### config.mk
export PLATFORM = sky130hd
export DESIGN_NAME = ps2tx_sched
export DESIGN_NICKNAME = d
export VERILOG_FILES = /design/src/rtl/ps2tx_sched.sv
export SDC_FILE = /design/constraint.sdc
export NUM_CORES = 1
export LEC_CHECK = 0
export ABC_CLOCK_PERIOD_IN_PS = 4600
export CAP_MARGIN = 30
export CORE_MARGIN = 4
export CORE_UTILIZATION = 38
export DETAILED_ROUTE_END_ITERATION = 7
export PLACE_DENSITY_LB_ADDON = 0.3
export SLEW_MARGIN = 20
export SYNTH_ARGS = -nofsm -noshare
export SYNTH_HDL_FRONTEND = slang
export SYNTH_SLANG_ARGS = --single-unit
### constraint.sdc
create_clock -name clk -period 4.6 [get_ports clk]
set_input_delay 1.38 -clock clk [delete_from_list [all_inputs] [get_ports clk]]
set_output_delay 1.38 -clock clk [all_outputs]
set_load 0.01 [all_outputs]
### src/rtl/ps2tx_sched.sv
// ps2tx_sched - transmit scheduler in front of the PS/2 device-side serializer.
//
// Scancode bytes from the UART path are queued in a small circular FIFO. One
// priority response byte (ACK, BAT, ...) is held in a single register. The
// block arbitrates between the two sources, with the response winning, and
// hands one byte at a time to the serializer. It also enforces an idle gap
// after every completed frame and re-sends any byte the host aborts.
//
// Parameters
//   FIFO_AW      log2 of scancode FIFO depth
//   GAP_CYCLES   idle cycles after each completed frame (0 = no gap)
//
// Ports
//   clk           system clock, rising edge
//   reset_n       asynchronous active-low reset
//   kbd_data      scancode byte to queue
//   kbd_strobe    one-cycle push of kbd_data
//   rsp_data      priority response byte
//   rsp_strobe    one-cycle load of rsp_data (latest wins)
//   flush         one-cycle FIFO clear
//   host_inhibit  host holding PS/2 clock low (sampled only while idle)
//   tx_data       byte presented to the serializer
//   tx_start      one-cycle frame start pulse
//   tx_busy       serializer frame in progress
//   tx_abort      serializer aborted the current frame
//   fifo_level    bytes currently queued
//   overflow      one-cycle pulse when a scancode is dropped on a full FIFO
module ps2tx_sched #(
  parameter int          FIFO_AW    = 3,
  parameter logic [15:0] GAP_CYCLES = 16'd1000
) (
  input  logic               clk,
  input  logic               reset_n,
  input  logic [7:0]         kbd_data,
  input  logic               kbd_strobe,
  input  logic [7:0]         rsp_data,
  input  logic               rsp_strobe,
  input  logic               flush,
  input  logic               host_inhibit,
  output logic [7:0]         tx_data,
  output logic               tx_start,
  input  logic               tx_busy,
  input  logic               tx_abort,
  output logic [FIFO_AW:0]   fifo_level,
  output logic               overflow
);

  localparam int                DEPTH      = 1 << FIFO_AW;
  localparam logic [FIFO_AW:0]  FULL_LEVEL = (FIFO_AW+1)'(DEPTH);

  typedef enum logic [2:0] {
    S_IDLE,
    S_ISSUE,
    S_WAIT_BUSY,
    S_SENDING,
    S_GAP
  } state_t;

  // Scancode FIFO
  logic [7:0]          fifo_mem [DEPTH];
  logic [FIFO_AW-1:0]  wr_ptr_reg;
  logic [FIFO_AW-1:0]  rd_ptr_reg;
  logic [FIFO_AW:0]    level_reg;
  logic                overflow_reg;

  // Response register
  logic [7:0]          rsp_byte_reg;
  logic                rsp_pending_reg;

  // Scheduler
  state_t              state_reg;
  state_t              state_next;
  logic [7:0]          tx_data_reg;
  logic                src_rsp_reg;    // in-flight byte came from the response register
  logic                aborted_reg;    // serializer reported an abort during this frame
  logic                reloaded_reg;   // a new response arrived while the old one was in flight
  logic                flushed_reg;    // FIFO was flushed while its head was in flight
  logic [15:0]         gap_cnt_reg;

  logic                do_latch;
  logic                do_consume;
  logic                in_flight;
  logic                fifo_full;
  logic                push_ok;
  logic                pop;

  assign in_flight = (state_reg == S_ISSUE) || (state_reg == S_WAIT_BUSY) ||
                     (state_reg == S_SENDING);
  assign fifo_full = (level_reg == FULL_LEVEL);
  // Fullness is judged on the level before any same-cycle pop; a flush empties
  // the FIFO first, so a push alongside a flush always lands.
  assign push_ok   = kbd_strobe && (flush || !fifo_full);
  // A flush (earlier or in this cycle) already removed the in-flight head.
  assign pop       = do_consume && !src_rsp_reg && !flushed_reg && !flush;

  // ---------------------------------------------------------------------------
  // Next-state logic
  // ---------------------------------------------------------------------------
  always_comb begin
    state_next = state_reg;
    do_latch   = 1'b0;
    do_consume = 1'b0;
    case (state_reg)
      S_IDLE: begin
        if (!host_inhibit && (rsp_pending_reg || (level_reg != '0))) begin
          do_latch   = 1'b1;
          state_next = S_ISSUE;
        end
      end
      S_ISSUE: begin
        state_next = S_WAIT_BUSY;
      end
      S_WAIT_BUSY: begin
        // Busy wins; an abort seen together with busy is remembered via aborted_reg.
        if (tx_busy) begin
          state_next = S_SENDING;
        end else if (tx_abort) begin
          state_next = S_IDLE;
        end
      end
      S_SENDING: begin
        if (!tx_busy) begin
          if (aborted_reg || tx_abort) begin
            state_next = S_IDLE;
          end else begin
            do_consume = 1'b1;
            state_next = (GAP_CYCLES == 16'd0) ? S_IDLE : S_GAP;
          end
        end
      end
      S_GAP: begin
        if (gap_cnt_reg == 16'd0) begin
          state_next = S_IDLE;
        end
      end
      default: begin
        state_next = S_IDLE;
      end
    endcase
  end

  // ---------------------------------------------------------------------------
  // FIFO storage (no reset; contents are only meaningful below level_reg).
  // Read asynchronously so the head is available in the arbitration cycle.
  // ---------------------------------------------------------------------------
  always_ff @(posedge clk) begin
    if (push_ok) begin
      fifo_mem[flush ? '0 : wr_ptr_reg] <= kbd_data;
    end
  end

  always_ff @(posedge clk or negedge reset_n) begin
    if (!reset_n) begin
      wr_ptr_reg   <= '0;
      rd_ptr_reg   <= '0;
      level_reg    <= '0;
      overflow_reg <= 1'b0;
    end else begin
      overflow_reg <= kbd_strobe && !flush && fifo_full;
      if (flush) begin
        rd_ptr_reg <= '0;
        wr_ptr_reg <= FIFO_AW'(push_ok);
        level_reg  <= (FIFO_AW+1)'(push_ok);
      end else begin
        if (push_ok) begin
          wr_ptr_reg <= wr_ptr_reg + FIFO_AW'(1);
        end
        if (pop) begin
          rd_ptr_reg <= rd_ptr_reg + FIFO_AW'(1);
        end
        case ({push_ok, pop})
          2'b10:   level_reg <= level_reg + (FIFO_AW+1)'(1);
          2'b01:   level_reg <= level_reg - (FIFO_AW+1)'(1);
          default: level_reg <= level_reg;
        endcase
      end
    end
  end

  // ---------------------------------------------------------------------------
  // Response register
  // ---------------------------------------------------------------------------
  always_ff @(posedge clk or negedge reset_n) begin
    if (!reset_n) begin
      rsp_byte_reg    <= 8'h00;
      rsp_pending_reg <= 1'b0;
    end else begin
      if (rsp_strobe) begin
        rsp_byte_reg    <= rsp_data;
        rsp_pending_reg <= 1'b1;
      end else if (do_consume && src_rsp_reg && !reloaded_reg) begin
        rsp_pending_reg <= 1'b0;
      end
    end
  end

  // ---------------------------------------------------------------------------
  // Scheduler state, latched byte and per-frame flags
  // ---------------------------------------------------------------------------
  always_ff @(posedge clk or negedge reset_n) begin
    if (!reset_n) begin
      state_reg    <= S_IDLE;
      tx_data_reg  <= 8'h00;
      src_rsp_reg  <= 1'b0;
      aborted_reg  <= 1'b0;
      reloaded_reg <= 1'b0;
      flushed_reg  <= 1'b0;
      gap_cnt_reg  <= 16'd0;
    end else begin
      state_reg <= state_next;

      if (do_latch) begin
        tx_data_reg  <= rsp_pending_reg ? rsp_byte_reg : fifo_mem[rd_ptr_reg];
        src_rsp_reg  <= rsp_pending_reg;
        // A strobe/flush in the pick cycle already replaced the picked item.
        reloaded_reg <= rsp_pending_reg && rsp_strobe;
        flushed_reg  <= !rsp_pending_reg && flush;
      end else if (in_flight) begin
        if (src_rsp_reg && rsp_strobe) begin
          reloaded_reg <= 1'b1;
        end
        if (!src_rsp_reg && flush) begin
          flushed_reg <= 1'b1;
        end
      end

      // Only meaningful while the frame is on the wire; cleared on every exit.
      aborted_reg <= (state_next == S_SENDING) && (aborted_reg || tx_abort);

      if (do_consume) begin
        gap_cnt_reg <= GAP_CYCLES - 16'd1;
      end else if ((state_reg == S_GAP) && (gap_cnt_reg != 16'd0)) begin
        gap_cnt_reg <= gap_cnt_reg - 16'd1;
      end
    end
  end

  assign tx_start   = (state_reg == S_ISSUE);
  assign tx_data    = tx_data_reg;
  assign fifo_level = level_reg;
  assign overflow   = overflow_reg;

endmodule

# After elaboration in Yosys (flattened, before gate mapping)

Memories as Yosys holds them, arrays and structs flattened.
Cells that the tools add are included.

Register bits: 51
Memory bits (writable): 64
Bits of input ports: 24
Output and inout port bits: 14
Logic and storage cells: 100
Memories: 1

Memories:

| memory   | depth | bits a word | read ports | clocked after memory_dff | wr ports | line | source |
|---|---|---|---|---|---|---|---|
| fifo_mem | 8     | 8           | 1          | 0                        | 1        | 60   | `logic [7:0] fifo_mem [DEPTH];` |

$add $sub $neg: 5
Eq/ne operators: 8
Multiplexer cells: 32
Reduce and logical (&&, ||, !) cells: 41

Operator list:

| cell                                                                  | number |
|---|---|
| 3-bit 2-to-1 mux                                                      | 11 |
| 16-bit 2-to-1 mux                                                     | 2 |
| 16-bit logical NOT                                                    | 1 |
| 16-bit nonzero test                                                   | 1 |
| 16-bit by 1-bit subtractor with 16-bit output, second input constant  | 1 |
| 1-bit logical AND                                                     | 15 |
| 1-bit 2-to-1 mux                                                      | 15 |
| 3-bit case mux with 5 select lines                                    | 1 |
| 2-bit nonzero test                                                    | 7 |
| 3-bit by 2-bit equality test with 1-bit output, second input constant | 3 |
| 8-bit 2-to-1 mux                                                      | 1 |
| 4-bit case mux with 2 select lines                                    | 1 |
| 1-bit logical NOT                                                     | 7 |
| 3-bit by 1-bit adder with 3-bit output, second input constant         | 2 |
| 1-bit logical OR                                                      | 5 |
| 4-bit by 1-bit adder with 4-bit output, second input constant         | 1 |
| 4-bit equality test, second input constant                            | 1 |
| 4-bit 2-to-1 mux                                                      | 1 |
| 2-bit AND reduction                                                   | 2 |
| 4-bit nonzero test                                                    | 1 |
| 4-bit by 1-bit subtractor with 4-bit output, second input constant    | 1 |
| 3-bit by 1-bit equality test with 1-bit output, second input constant | 1 |
| 3-bit equality test, second input constant                            | 1 |
| 3-bit logical NOT                                                     | 1 |
| 3 further kinds                                                       | 3 |

# Longest topological paths before layout

Depth after elaboration: 10
Gate-level depth with buffers: 10
Mapped depth without buffers: 9

# Worst setup path before layout

No wires, ideal clock.

Path kind: in2reg
From: input port tx_abort
To: register level_reg[3] (netlist: fifo_level[3])
Library setup time: 0.078 ns
Arrival: 3.121 ns
Required time: 4.522 ns
Slack: 1.401 ns
Stages on the path: 8
Cells stage by stage: nor4b_2 -> nand3_1 -> nor3_1 -> ha_1 -> o21ai_0 -> a2111oi_0 -> or4_1 -> a21oi_1

Cells in the longest elaborated chain, start to end: 10

Ends and longest elaborated chain:

| what                                                                                  | line | source |
|---|---|---|
| start: declaration                                                                    | 43   | `input logic tx_abort,` |
| 1-bit logical OR (*)                                                                  | 123  | `if (aborted_reg \|\| tx_abort) begin` |
| 1-bit 2-to-1 mux (*)                                                                  | 123  |  |
| 1-bit 2-to-1 mux (*)                                                                  | 122  | `if (!tx_busy) begin` |
| 1-bit 2-to-1 mux (*)                                                                  | 103  | `case (state_reg)` |
| 1-bit logical AND (*) (3 in series)                                                   | 94   | `assign pop = do_consume && !src_rsp_reg && !flushed_reg && !flush;` |
| 2-bit by 1-bit equality test with 1-bit output or 2-bit equality test (tied branches) | 171  | `case ({push_ok, pop})` |
| 4-bit case mux with 2 select lines                                                    | 171  |  |
| 4-bit 2-to-1 mux                                                                      | 160  | `if (flush) begin` |
| end signal: assignment                                                                | 163  | `level_reg <= (FIFO_AW+1)'(push_ok);` |
| end signal: assignment                                                                | 172  | `2'b10: level_reg <= level_reg + (FIFO_AW+1)'(1);` |
| end signal: assignment                                                                | 173  | `2'b01: level_reg <= level_reg - (FIFO_AW+1)'(1);` |
| end: declaration                                                                      | 63   | `logic [FIFO_AW:0] level_reg;` |

Mark *: on every way between the ends. The rest lies on a longest branch, timed or not.
A chain may end at the register's enable or synchronous reset.

# Final worst setup path

Same ends and word-level chain as after synthesis.

==> run_results.csv <==
group,metric,value,unit
finish,antenna_cells_inserted,0,
finish,final_cell_count_without_fillers,588,
timing,clock-skew-final,0.00776,ns
worst_hold_path,worst_hold_startpoint,"tx_data[3]",
pwr,power.clock.fraction,42.1,%
critical_path,critical_path_arrival,3.79,ns
synth,syn_inst,352,
synth,synthDominantCellAreaShare,38.7,%
synth,post_synth_num_cell_types,51,
place,place.port_buffers,37,
clock_tree,cts_tree,"built",
critical_path,worstPathRequired,4.93,ns
timing,max_freq,289,MHz
finish,finalNetCount,432,
synth,synth.most_common_cell,"edfxtp_1",
clock_tree,clock_edge_transition_at_the_registers_on_the_reported_setup_and_hold_paths,0.06,ns
place,place.detailed.hpwl,6390,µm
timing,slew_violations,0,
synth,dominantRegCellSynth,"edfxtp_1",
critical_path,critical_path_slowest_stage_cell,"or4_1",
pwr,switching_share,26.8,%
clock_tree,clock-root-buffer,"clkbuf_16",
floorplanning,floorplan.die.width,122,µm
synth,postSynth.asyncResetShare,44.3,%
clock_tree,worst_skew_pair.late_latency,0.41,ns
clock_tree,clock-sinks,115,
clock_tree,number_of_hold_buffers_added_after_cts,0,
floorplanning,dieArea,0.0150,mm²
place,place.gp.congestion,0.813,
place,dp_cells,556,
timing,final_period_utilization,75.2,%
clock_tree,cts_inserted_buffers,17,
critical_path,crit_path_end_kind,"register",
clock_tree,post-cts-setup-buffers,0,
timing,finalSetupViolCount,0,
pwr,totalPowerFinal,0.00309,W
finish,number_of_flip_flops_in_the_largest_register,64,
global_route,via_count_of_the_first_global_routing_pass,3143,
synth,synth.top_cells.by_count,"64 x edfxtp_1, 51 x dfrtp_1, 33 x nor2_1",
routing,dr_total_vias,2978,
finish,final_layout_size_suffix_gt1_share,18.8,%
timing,timing.slew.headroom,39.2,%
run,cap_viol_max_count,0,
pwr,power-per-cell-area,503,mW/mm²
routing,detail_route.wl_per_cell,16.3,µm
global_route,number_of_antenna_violations_at_the_first_check_in_global_routing,0,
clock_tree,clk_path_buf_depth,2,
floorplanning,core,0.0127,mm²
timing,final.setup.tns,0,ns
global_route,global_route_total_overflow,0,
routing,postRouteWirelength,9590,µm
synth,flip_flop_and_latch_count_after_synthesis,115,
synth,netlist_top_cells_area,"edfxtp_1 39%, dfrtp_1 26%, mux4_2 7.3%",
synth,syn-cell-area,0.00496,mm²
clock_tree,cts-htree-levels,4,
timing,report.final.hold_viol_count,0,
critical_path,timing.rr.start,"fifo_level[1]",
floorplanning,die-height,122,µm
timing,worst-slew-pin-transition,0.909,ns
global_route,grt_pass1_wl,16200,µm
floorplanning,num_ports,38,
pwr,share_comb_of_total_power,15.1,%
synth,synth_enable_flop_cells,64,
timing,rsz_0062_raised_after_global_routing,"no",
critical_path,timing.critical_path.from_type,"input port",
global_route,grt_start_max_net_pins,43,
routing,drt-vias-per-instance,5.06,
status,outcome,"finished, final reports clean",
routing,remaining_drc_errors,0,
global_route,track_usage,14.5,%
synth,ys.warnings.count,0,
pwr,power_report.internal_total,0.00226,W
critical_path,path_cells,"clkdlybuf4s50_1 -> nor4b_2 -> nand3_1 -> nor3_1 -> ha_1 -> o21ai_0 -> a2111oi_0 -> or4_1 -> a21oi_1",
timing,timing.final.crit_period,3.46,ns
routing,detail_route.iter0.violations,200,
synth,synth_sequential_area_ratio,64.4,%
synth,postSynthNetCount,381,
pwr,ir_worst_vdd,0.272,mV
floorplanning,starting_utilization_of_the_core_area,39.0,%
worst_hold_path,hold_path_class,"register to register",
pwr,p_sw,0.000829,W
routing,drt_pre_antenna_iters,4,
critical_path,slowest_delay,0.50,ns
critical_path,path_class,"input port to register",
critical_path,timing.critical_path.fanout_max,4,
floorplanning,rows,41,
pwr,seq_power_share,42.9,%
finish,syn_to_final_growth,23.8,%
critical_path,crit_start,"tx_abort",
routing,drtAntennaViolNets,0,
clock_tree,post_cts_resize_count,0,
pwr,p_leak,2.23,nW
synth,yosysTopAreaCell,"edfxtp_1",
synth,synth.avg_cell_area,14.1,µm²
## final timing paths
| path | slack [ns] | cells past startpoint | end |
|---|---|---|---|
| worst max-delay path | 1.14 | 9 | fifo_level[3] |
| worst min-delay path | 0.48 | 2 | tx_data[3] |
| worst max register to register | 1.99 | 8 | fifo_level[3] |
| worst min register to register | 0.48 | 2 | tx_data[3] |
| max in group asynchronous | 2.99 | 2 | rsp_byte_reg[4] |
| min in group asynchronous | 0.82 | 1 | aborted_reg |
## cells by family after synthesis
family	count (synthesis)	share of synthesized area, %
AND/OR/NAND/NOR	116	12.5
flip-flops	115	64.4
AO/OA/AOI/OAI	43	5.42
multiplexers	37	11.7
buffers and inverters	19	1.66
XOR/XNOR	17	3.00
adder cells (fa/ha/maj)	5	1.26
## power by group through the flow
stage	clock (W)	sequential [W]	combinational, W
6_report	0.00130	0.00132	0.000465
5_1_grt	0.00138	0.00135	0.000528
4_1_cts	0.00133	0.00133	0.000473
3_5_place_dp	0	0.00134	0.000469
3_3_place_gp	0	0.00134	0.000458
2_1_floorplan	0	0.00133	0.000284
## per-layer routing
layer	up-vias	share of wire (%)	GRT usage [%]
li1	1428	-	-
met1	1474	46	19.3
met2	59	47	22.0
met3	17	4.3	3.59
met4	0	2.1	7.56
met5	-	0	0
## worst max-delay path, delay by kind of cell
kind	cells	cell delay, ns
buffers and inverters	1	0.47
and+or+nand+nor	4	1.24
AOI/OAI and AO/OA	3	0.38
adders and majority gates	1	0.33
## layout by cell type (no fill, tap or decap), types with 3 or more instances in the layout
cell,count
mux2i_1,13
nor2_1,33
nor3_1,7
a21oi_1,14
clkinv_4,4
nand2b_1,3
nand2_1,32
inv_1,4
xnor2_1,6
or4_1,4
ha_1,5
dfrtp_1,51
xor2_1,11
mux2_2,8
edfxtp_1,64
nand3_1,7
o21ai_0,13
mux4_2,16
buf_4,10
nor4_1,5
inv_6,7
clkdlybuf4s50_1,36
clkbuf_16,17
nand3b_1,5
## cell type report
type	instances	area (µm²)
clock buffer	17	425
clock inverter	15	169
fill	1134	6580
inverter	4	15.0
multi-input combinational	218	1680
sequential	115	3200
tap	172	215
timing repair buffer	47	440
## stage by stage
| step | hold slack, ns | cell area [µm²] | setup slack (ns) | util, % |
|---|---|---|---|---|
| detailed placement | 0.472 | 5550 | 0.737 | 43.6 |
| global placement | 0.464 | 5550 | 0.800 | 43.6 |
| CTS | 0.484 | 6150 | 1.17 | 48.3 |
| global route | 0.528 | 6150 | 0.901 | 48.3 |
| finish | 0.477 | 6150 | 1.14 | 48.3 |
| floorplan | 0.457 | 4960 | 1.40 | - |
Power figures use the tool's default switching activity.
